### config.mk
export PLATFORM = sky130hd
export DESIGN_NAME = writeback_arbiter
export DESIGN_NICKNAME = d
export VERILOG_FILES = /design/src/rtl/wb_pkg.sv /design/src/rtl/wb_fifo.sv /design/src/rtl/writeback_arbiter.sv
export SDC_FILE = /design/constraint.sdc
export NUM_CORES = 1
export LEC_CHECK = 0
export CAP_MARGIN = 20
export CELL_PAD_IN_SITES_DETAIL_PLACEMENT = 0
export CELL_PAD_IN_SITES_GLOBAL_PLACEMENT = 1
export CORE_MARGIN = 3
export CORE_UTILIZATION = 42
export CTS_BUF_LIST = sky130_fd_sc_hd__clkbuf_4
export DETAILED_ROUTE_END_ITERATION = 16
export GPL_TIMING_DRIVEN = 0
export PLACE_DENSITY = 0.81
export SETUP_SLACK_MARGIN = 0.3
export SLEW_MARGIN = 30
export SYNTH_ARGS = -nofsm -noshare
export SYNTH_HDL_FRONTEND = slang
export SYNTH_SLANG_ARGS = --single-unit
### constraint.sdc
create_clock -name clk -period 4.65 [get_ports clk]
set_clock_uncertainty 0.05 [all_clocks]
set_input_delay 1.1625 -clock clk [delete_from_list [all_inputs] [get_ports clk]]
set_output_delay 1.1625 -clock clk [all_outputs]
set_load 0.1 [all_outputs]
### src/rtl/wb_pkg.sv
// Shared types and constants for the register write-back arbiter.
// A request carries the destination register, the result and the file select.
package wb_pkg;

    localparam int N_SRC    = 4;
    localparam int SRC_MISC = 0;
    localparam int SRC_ALU  = 1;
    localparam int SRC_MEM  = 2;
    localparam int SRC_FPU  = 3;

    typedef struct packed {
        logic [4:0]  addr;
        logic [31:0] data;
        logic        float;
    } wb_req_t;

    // Integer r0 is hardwired zero, so writes to it carry no architectural effect.
    function automatic logic req_writes(input wb_req_t r);
        return !(r.addr == 5'd0 && !r.float);
    endfunction

endpackage

### src/rtl/wb_fifo.sv
// Per-source result FIFO with an associative (addr, float) match across live entries.
// A push while full is ignored unless a pop frees the slot in the same cycle.
module wb_fifo
    import wb_pkg::*;
#(
    parameter int DEPTH = 2
) (
    input  logic                     clk,
    input  logic                     reset,
    input  logic                     push,
    input  logic                     pop,
    input  wb_req_t                  din,
    input  logic [4:0]               query_addr,
    input  logic                     query_float,
    output wb_req_t                  head,
    output logic [$clog2(DEPTH):0]   count,
    output logic                     full,
    output logic                     match
);

    localparam int AW = $clog2(DEPTH);
    localparam int CW = AW + 1;

    wb_req_t        mem [DEPTH];
    logic [AW-1:0]  rd_ptr;
    logic [AW-1:0]  wr_ptr;
    logic           wr_en;

    assign full  = (count == CW'(DEPTH));
    assign wr_en = push && (!full || pop);
    assign head  = mem[rd_ptr];

    always_ff @(posedge clk or negedge reset) begin
        if (!reset) begin
            rd_ptr <= '0;
            wr_ptr <= '0;
            count  <= '0;
        end else begin
            if (wr_en) wr_ptr <= wr_ptr + 1'b1;
            if (pop)   rd_ptr <= rd_ptr + 1'b1;
            count <= count + CW'(wr_en) - CW'(pop);
        end
    end

    always_ff @(posedge clk) begin
        if (wr_en) mem[wr_ptr] <= din;
    end

    // An entry is live when its distance from the read pointer is below the count.
    always_comb begin
        logic [AW-1:0] offs;
        match = 1'b0;
        offs  = '0;
        for (int i = 0; i < DEPTH; i++) begin
            offs = AW'(i) - rd_ptr;
            if ({1'b0, offs} < count && mem[i].addr == query_addr && mem[i].float == query_float)
                match = 1'b1;
        end
    end

endmodule

### src/rtl/writeback_arbiter.sv
// Round-robin serialiser of four execution-unit results onto one register-file write port,
// with per-source FIFOs, registered back-pressure and a pending-write hazard query.
module writeback_arbiter
    import wb_pkg::*;
#(
    parameter int DEPTH = 2
) (
    input  logic         clk,
    input  logic         reset,
    input  logic [3:0]   req_enable,
    input  logic [19:0]  req_addr,
    input  logic [127:0] req_data,
    input  logic [3:0]   req_float,
    output logic         wb_enable,
    output logic [4:0]   wb_addr,
    output logic [31:0]  wb_data,
    output logic         wb_float,
    output logic         stall,
    output logic         overflow,
    input  logic [4:0]   query_addr,
    input  logic         query_float,
    output logic         query_hit
);

    localparam int CW = $clog2(DEPTH) + 1;

    wb_req_t            req       [N_SRC];
    wb_req_t            head      [N_SRC];
    wb_req_t            cand      [N_SRC];
    logic [CW-1:0]      count     [N_SRC];
    logic [N_SRC-1:0]   req_valid;
    logic [N_SRC-1:0]   empty;
    logic [N_SRC-1:0]   full;
    logic [N_SRC-1:0]   cand_valid;
    logic [N_SRC-1:0]   push;
    logic [N_SRC-1:0]   pop;
    logic [N_SRC-1:0]   drop;
    logic [N_SRC-1:0]   fifo_match;
    logic [1:0]         last_grant;
    logic [1:0]         grant;
    logic               grant_valid;
    logic               stall_next;

    // A source with queued results must drain them before its live request may bypass.
    always_comb begin
        for (int i = 0; i < N_SRC; i++) begin
            req[i].addr   = req_addr[5*i +: 5];
            req[i].data   = req_data[32*i +: 32];
            req[i].float  = req_float[i];
            req_valid[i]  = req_enable[i] && req_writes(req[i]);
            empty[i]      = (count[i] == '0);
            cand[i]       = empty[i] ? req[i] : head[i];
            cand_valid[i] = !empty[i] || req_valid[i];
        end
    end

    always_comb begin
        logic [1:0] idx;
        grant_valid = 1'b0;
        grant       = '0;
        idx         = '0;
        for (int k = 1; k <= N_SRC; k++) begin
            idx = last_grant + 2'(k);
            if (!grant_valid && cand_valid[idx]) begin
                grant_valid = 1'b1;
                grant       = idx;
            end
        end
    end

    always_comb begin
        logic [CW-1:0] cnt_next;
        stall_next = 1'b0;
        cnt_next   = '0;
        for (int i = 0; i < N_SRC; i++) begin
            pop[i]   = grant_valid && grant == 2'(i) && !empty[i];
            push[i]  = req_valid[i] && !(grant_valid && grant == 2'(i) && empty[i]);
            drop[i]  = push[i] && full[i] && !pop[i];
            cnt_next = count[i] + CW'(push[i] && !drop[i]) - CW'(pop[i]);
            if (cnt_next >= CW'(DEPTH - 1)) stall_next = 1'b1;
        end
    end

    for (genvar g = 0; g < N_SRC; g++) begin : g_fifo
        wb_fifo #(.DEPTH(DEPTH)) u_fifo (
            .clk         (clk),
            .reset       (reset),
            .push        (push[g]),
            .pop         (pop[g]),
            .din         (req[g]),
            .query_addr  (query_addr),
            .query_float (query_float),
            .head        (head[g]),
            .count       (count[g]),
            .full        (full[g]),
            .match       (fifo_match[g])
        );
    end

    always_ff @(posedge clk or negedge reset) begin
        if (!reset) begin
            wb_enable  <= 1'b0;
            wb_addr    <= '0;
            wb_data    <= '0;
            wb_float   <= 1'b0;
            stall      <= 1'b0;
            overflow   <= 1'b0;
            last_grant <= 2'd3;
        end else begin
            wb_enable <= grant_valid;
            if (grant_valid) begin
                wb_addr    <= cand[grant].addr;
                wb_data    <= cand[grant].data;
                wb_float   <= cand[grant].float;
                last_grant <= grant;
            end
            stall <= stall_next;
            if (|drop) overflow <= 1'b1;
        end
    end

    always_comb begin
        query_hit = |fifo_match;
        for (int i = 0; i < N_SRC; i++) begin
            if (req_valid[i] && req[i].addr == query_addr && req[i].float == query_float)
                query_hit = 1'b1;
        end
        if (wb_enable && wb_addr == query_addr && wb_float == query_float)
            query_hit = 1'b1;
    end

endmodule

==> results.toml <==
[die]
core_area_um2 = 39200
num_io_pins = 206
die_x_um = 206
die_h_um = 206
initial_core_util_pct = 43.0
rows = 72
die_area_um2 = 42600

[power_and_ir_drop]
pwr_density_cell_nw_per_um2 = 800
power.total_w = 0.0171
power_leakage_nw = 8.01
vdd_drop_max_mv = 0.856

[detailed_routing]
drt_iter0_drc = 973
vias = 12700
viasPerCell = 5.49
wl_per_cell_um = 22.4
postRouteAntennaNets = 0
routed_wl_um = 51700
drc = 0
first_pass_iters = 5

[critical_path]
arrival_ps = 3120
worstSetupEndpointType = "primary output"
cp.required_ps = 3440
crit_type = "input port to primary output"
start_kind = "input port"
worstPathMaxFanout = 5

[clock_tree]
clock-sinks = 363
cts_buffer_depth = 3
postCtsHoldBufs = 0
clkTransAtPathRegs_ps = 70
cts_tree = "done"
clk-insertion-delay-late_ps = 790
cts_root_buf = "clkbuf_4"
cts_buffers = 98
h-tree-depth = 3

[logic_synthesis]
synth-main-ff-cell = "edfxtp_1"
synth_top_area_share_pct = 54.1
synth_area_leaders = "edfxtp_1, mux2i_1, dfrtp_1, nor2_1, a21oi_1"
synthArstFlopShare_pct = 16.3
syn-num-nets = 1560
synthCells = 1384
yosysSeqAreaShare_pct = 62.9
synth-seq-cells = 363
synth_warnings = 0
synth_top_cell_by_area = "edfxtp_1"
netlist_area_um2 = 16900
synth_common_cells = "edfxtp_1, nor2_1, mux2i_1"
synth_most_common_cell = "edfxtp_1"
yosysUniqueCellTypes = 53
synth_area_per_cell_um2 = 12.2
synth_edf_count = 304

[timing]
finalCritPeriodShare_pct = 93.1
worst_slack_ps = 320
rsz0062_at_grt = "true"
fmax_ghz = 0.231
maxSlewHeadroom_pct = 33.9
slew_violations = 0
tightestPinTransition_ps = 988
hold_ws_ps = 186
fin_crit_ps = 4330
final-setup-viol-count = 0
hold_viol_final = 0

[place]
place_hpwl_um = 38700
place_area_um2 = 19800
place_inst = 2115
post-place-ws_ps = -1190
gp_congestion = 0.944
io_buffers = 199

[final_layout]
layout-drive-gt1-share_pct = 15.4
fin_cells = 2310
fin_area_um2 = 21400
area_growth_pct = 26.9
fin_nets = 1882

[grt]
grt_pass1_vias = 13200
grt_pass1_wl_um = 76200
grt_max_degree = 43
antenna_found_initial = 5
grt_usage_pct = 24.2
grt_overflow_total = 0

[flow_run]
maxCapViolCount = 0

[hold_path]
hold_path_class = "input port to async pin"

[run_status]
status = "finished, final reports clean"
[per-layer routing]
layer | part of all wire [%] | up-vias | GRT usage, %
met2 | 48 | 514 | 39.6
met4 | 3.7 | 4 | 10.6
met3 | 7.6 | 110 | 5.24
li1 | - | 5862 | -
met5 | 0.056 | - | 0
met1 | 41 | 6203 | 31.1
[through the flow]
| step | utilization, % | setup TNS, ps |
|---|---|---|
| after floorplan | - | -17500 |
| after global placement | 49.9 | -426360 |
| after detailed placement | 50.5 | -97120 |
| after CTS | 54.3 | 0 |
| after global routing | 54.6 | 0 |
| final | 54.6 | 0 |
[flip-flops by register name, summed over array words and instances (netlist names), 2 cells and up]
signal	flops
g_fifo.u_fifo.count	8
g_fifo.u_fifo.mem	304
g_fifo.u_fifo.rd_ptr	4
g_fifo.u_fifo.wr_ptr	4
last_grant	2
wb_addr	5
wb_data	32
[placed cells by master, fill, tap and decap left out, types with 12 or more instances in the layout]
cell type        instances
clkbuf_4               164
nor4_1                  13
nand4_1                 14
a31oi_1                 37
xor2_1                  32
clkdlybuf4s50_1        182
dfrtp_1                 57
nor2_1                 201
a21oi_1                125
ha_1                    12
o21ai_1                 15
inv_1                   18
edfxtp_1               304
o22ai_1                 72
mux2i_1                152
o21ai_0                 33
buf_4                   17
clkbuf_1                56
buf_2                   22
xnor2_1                 68
nand2_1                 57
[cell families after synthesis]
logic type      count (synthesis)  synth area share [%]
buf+inv                       114                  2.74
xor+xnor                      100                  5.19
flops                         363                  62.9
mux                           152                  9.02
simple gates                  329                  8.45
fa+ha+maj                      12                 0.890
compound gates                314                  10.8
[final cells by class]
| class | count | area, µm² |
|---|---|---|
| Timing Repair Buffer | 222 | 2260 |
| Fill cell | 3450 | 17800 |
| Clock buffer | 163 | 1220 |
| Tap cell | 518 | 648 |
| Multi-Input combinational cell | 907 | 6000 |
| Buffer | 96 | 449 |
| Sequential cell | 363 | 10600 |
| Antenna cell | 5 | 12.5 |
| Clock inverter | 18 | 136 |
| Inverter | 18 | 67.6 |
[worst max-delay path: stages]
cell,delay [ps]
clkdlybuf4s50_1,690
nor4_4,90
nand2_1,90
nand2_1,110
nor4_2,470
nor3_2,130
nand3_4,130
buf_6,230
[worst paths after layout]
check | slack (ps) | cells after the start | start | to
max | 320 | 8 | req_addr[6] | query_hit
min | 190 | 1 | reset | wb_data[26]$_DFFE_PN0N_
max reg2reg | 810 | 11 | last_grant[1]$_DFFE_PN1N_ | g_fifo[1].u_fifo.mem[0][14]$_DFFE_PP_
min reg2reg | 490 | 1 | g_fifo[0].u_fifo.wr_ptr$_DFFE_PN0P_ | g_fifo[0].u_fifo.wr_ptr$_DFFE_PN0P_
max in group asynchronous | 3740 | 2 | reset | last_grant[1]$_DFFE_PN1N_
min in group clk | 490 | 1 | g_fifo[0].u_fifo.wr_ptr$_DFFE_PN0P_ | g_fifo[0].u_fifo.wr_ptr$_DFFE_PN0P_
[power breakdown]
group          internal, W  leakage (nW)  switching (W)
clock network      0.00169         0.812        0.00134
logic              0.00292          3.70        0.00596
registers          0.00478          3.50       0.000441
[what timing repair did]
item,CTS,global route
gates resized for setup,38,27
buffers inserted,5,4
endpoints found under the setup margin,34,13
pin swaps,4,4
cloned,0,0
No activity file was read; power rests on OpenSTA's default activity.
==> RTL change: new RTL, config.mk and constraints unchanged <==
`DEPTH` is set to 2 in 2 places; all go to 4.
--- a/src/rtl/wb_fifo.sv
+++ b/src/rtl/wb_fifo.sv
@@ -4,5 +4,5 @@
     import wb_pkg::*;
 #(
-    parameter int DEPTH = 2
+    parameter int DEPTH = 4
 ) (
     input  logic                     clk,
--- a/src/rtl/writeback_arbiter.sv
+++ b/src/rtl/writeback_arbiter.sv
@@ -4,5 +4,5 @@
     import wb_pkg::*;
 #(
-    parameter int DEPTH = 2
+    parameter int DEPTH = 4
 ) (
     input  logic         clk,
Behaviour: not the same (Yosys sat finds a counterexample within 4 cycles, from zero or initial values and one cycle with reset low).
==> RTL change against the original RTL <==
Cell area grew 73%. Total power rose by 57%. Non-clock buffer count is 49 higher. Core utilization shrank 3.1 points. Global-route usage fell by 0.69 points. Sequential cell count rose by 316. Worst setup slack lost 160 ps. Cell count up 49%. Combinational power increased by 43%. Routed wire length is 71% higher. Area after synthesis grew 82%. Critical endpoint unchanged.
==> RTL change: results (changes against the original RTL) <==
post-DP HPWL 60,200 microns (+56%); Top Registers g_fifo.u_fifo.mem x608, wb_data x32, g_fifo.u_fifo.count x12; Tot GR Track Use 0.235 (-0.00685); R2R Path Start g_fifo[1].u_fifo.count[2]$_DFF_PN0_; post-synthesis sequential area ratio 0.654 (+0.0255); H-tree depth 4 (+1); Routed wire per std cell 25.7 microns (+15%); Post-Route WL 88,600 microns (+71%); worst-path maximum fanout 10 (+5); Worst Hold Class in2reg; worst slack at placement -1930 ps (-740 ps); GPL Wtd Cong 0.885 (-6.3%); final net count 2,588 (+38%); Post-synth EDFFs 608 (+100%); DR WL met2 42,600 microns (+71%); met2 usage 0.373 (-0.0230); fillers 6,051 (+75%); largest net degree at the start of global routing 44 (+2.3%); Cell variety after synth 72 (+36%); VDD IR-drop max 0.000845 V (-1.3%); Vias/cell 5.65 (+2.7%); total CTS buffers 174 (+78%); Iter 0 DRT Violations 2,044 (+110%); yosys warns 0 (unchanged); floorplan row count 98 (+36%); vias in the first global route 20,200 (+54%); PortBufs 202 (+1.5%); Leak 13.3 nW (+66%); CP arrival 3270 ps (+150 ps); CP startpoint query_addr[2]; fraction of layout cells with a size suffix above 1 0.249 (+0.0945); met3 Resource Use GR 0.0512 (-0.00124); metal1 wirelength 36,500 microns (+74%); top cells by area, synth edfxtp_1, mux4_2, dfrtp_1; Tightest Pin Transition 1020 ps (+34.8 ps); commonest cells in the synthesized netlist edfxtp_1, nand2_1, mux4_2, a21oi_1, xor2_1; initial antenna violation count 7 (+2); DRT Pass-1 Iters 6 (+1); FFs w/ async S/R, synth 0.105 (-0.0580); metal3 WL 6860 microns (+75%); clk_lat worst skew 1000 ps (+210 ps); grt met1 use 0.320 (+0.00890); Synthesized Nets 2,169 (+39%); first-pass GRT wire length 131,000 microns (+71%); status complete, no violations; Int Pwr 15.7 mW (+67%)
==> RTL change: cell count changes after synthesis, moves of 26 or more <==
cell | before | now
inv_1 | 18 | 44
nand2_1 | 57 | 280
xor2_1 | 32 | 93
a31oi_1 | 37 | 1
ha_1 | 12 | 44
mux4_2 | 0 | 152
o22ai_1 | 72 | 1
edfxtp_1 | 304 | 608
nor2_1 | 203 | 21
mux2i_1 | 152 | 76
a21oi_1 | 126 | 97
o211ai_1 | 2 | 80
==> RTL change: critical path, cell delays in order <==
cell             delay (ps)
clkdlybuf4s50_1         550
buf_4                   290
buf_4                   280
xnor2_1                 130
o2111ai_4               100
nand4_1                 140
nor4_2                  300
nand2_2                 130
buf_12                  190
==> RTL change: path summary, 6_finish.rpt <==
path | slack [ps] | to | cells past startpoint
min in group asynchronous | 600 | wb_addr[2]$_DFFE_PN0N_ | 2
min | 390 | g_fifo[1].u_fifo.mem[1][34]$_DFFE_PP_ | 1
max in group asynchronous | 3280 | last_grant[1]$_DFFE_PN1N_ | 3
max reg2reg | 370 | stall$_DFF_PN0_ | 13
max | 160 | query_hit | 9
min reg2reg | 500 | wb_data[1]$_DFFE_PN0N_ | 2
==> RTL change: cell families (layout without fill, tap and decap cells) <==
family          Yosys count  count (layout)  share of synthesized area
fa+ha+maj                52              52                     0.0232
simple gates            394             394                     0.0563
mux                     230             230                      0.138
xor+xnor                157             157                     0.0449
buf+inv                 168             705                     0.0219
other cells               0               6                          0
flops                   679             679                      0.654
compound gates          273             273                     0.0617
==> RTL change: power by group through the flow <==
stage	registers [mW]	clock network, mW	logic (mW)
after floorplan	9.98	0	6.92
after global placement	9.07	0	11.7
after detailed placement	9.14	0	11.9
after CTS	9.02	5.22	12.5
after global routing	9.16	5.57	13.5
final	9.06	5.13	12.7
==> RTL change: repair_timing <==
item                                    4_1_cts  5_1_grt
pin swaps                                    13       11
endpoints found under the setup margin      617        2
hold buffers                                  1        0
gates resized for setup                     156       48
endpoints found under the hold margin        25        0
buffers inserted                             27       10
==> RTL change: final cells by class <==
class / instances / area (sq um) / share of cell area
sequential: 679 / 20000 / 0.542
multi-input combinational: 1106 / 10200 / 0.277
timing repair buffer: 243 / 2340 / 0.0632
clock buffer: 263 / 1970 / 0.0534
tap: 950 / 1190 / 0.0321
buffer: 124 / 787 / 0.0213
clock inverter: 31 / 228 / 0.00616
inverter: 44 / 165 / 0.00447
antenna: 6 / 15.0 / 0.000406
==> RTL change: through the flow <==
step / util / instance area, sq um / instances / setup TNS [ps]
3_5_place_dp: 0.472 / 33900 / 3106 / -646990
4_1_cts: 0.512 / 36800 / 3428 / 0
3_3_place_gp: 0.471 / 33900 / 3105 / -868610
2_1_floorplan: - / 30600 / 1953 / 0
5_1_grt: 0.515 / 37000 / 3443 / 0
6_report: 0.515 / 37000 / 3446 / 0
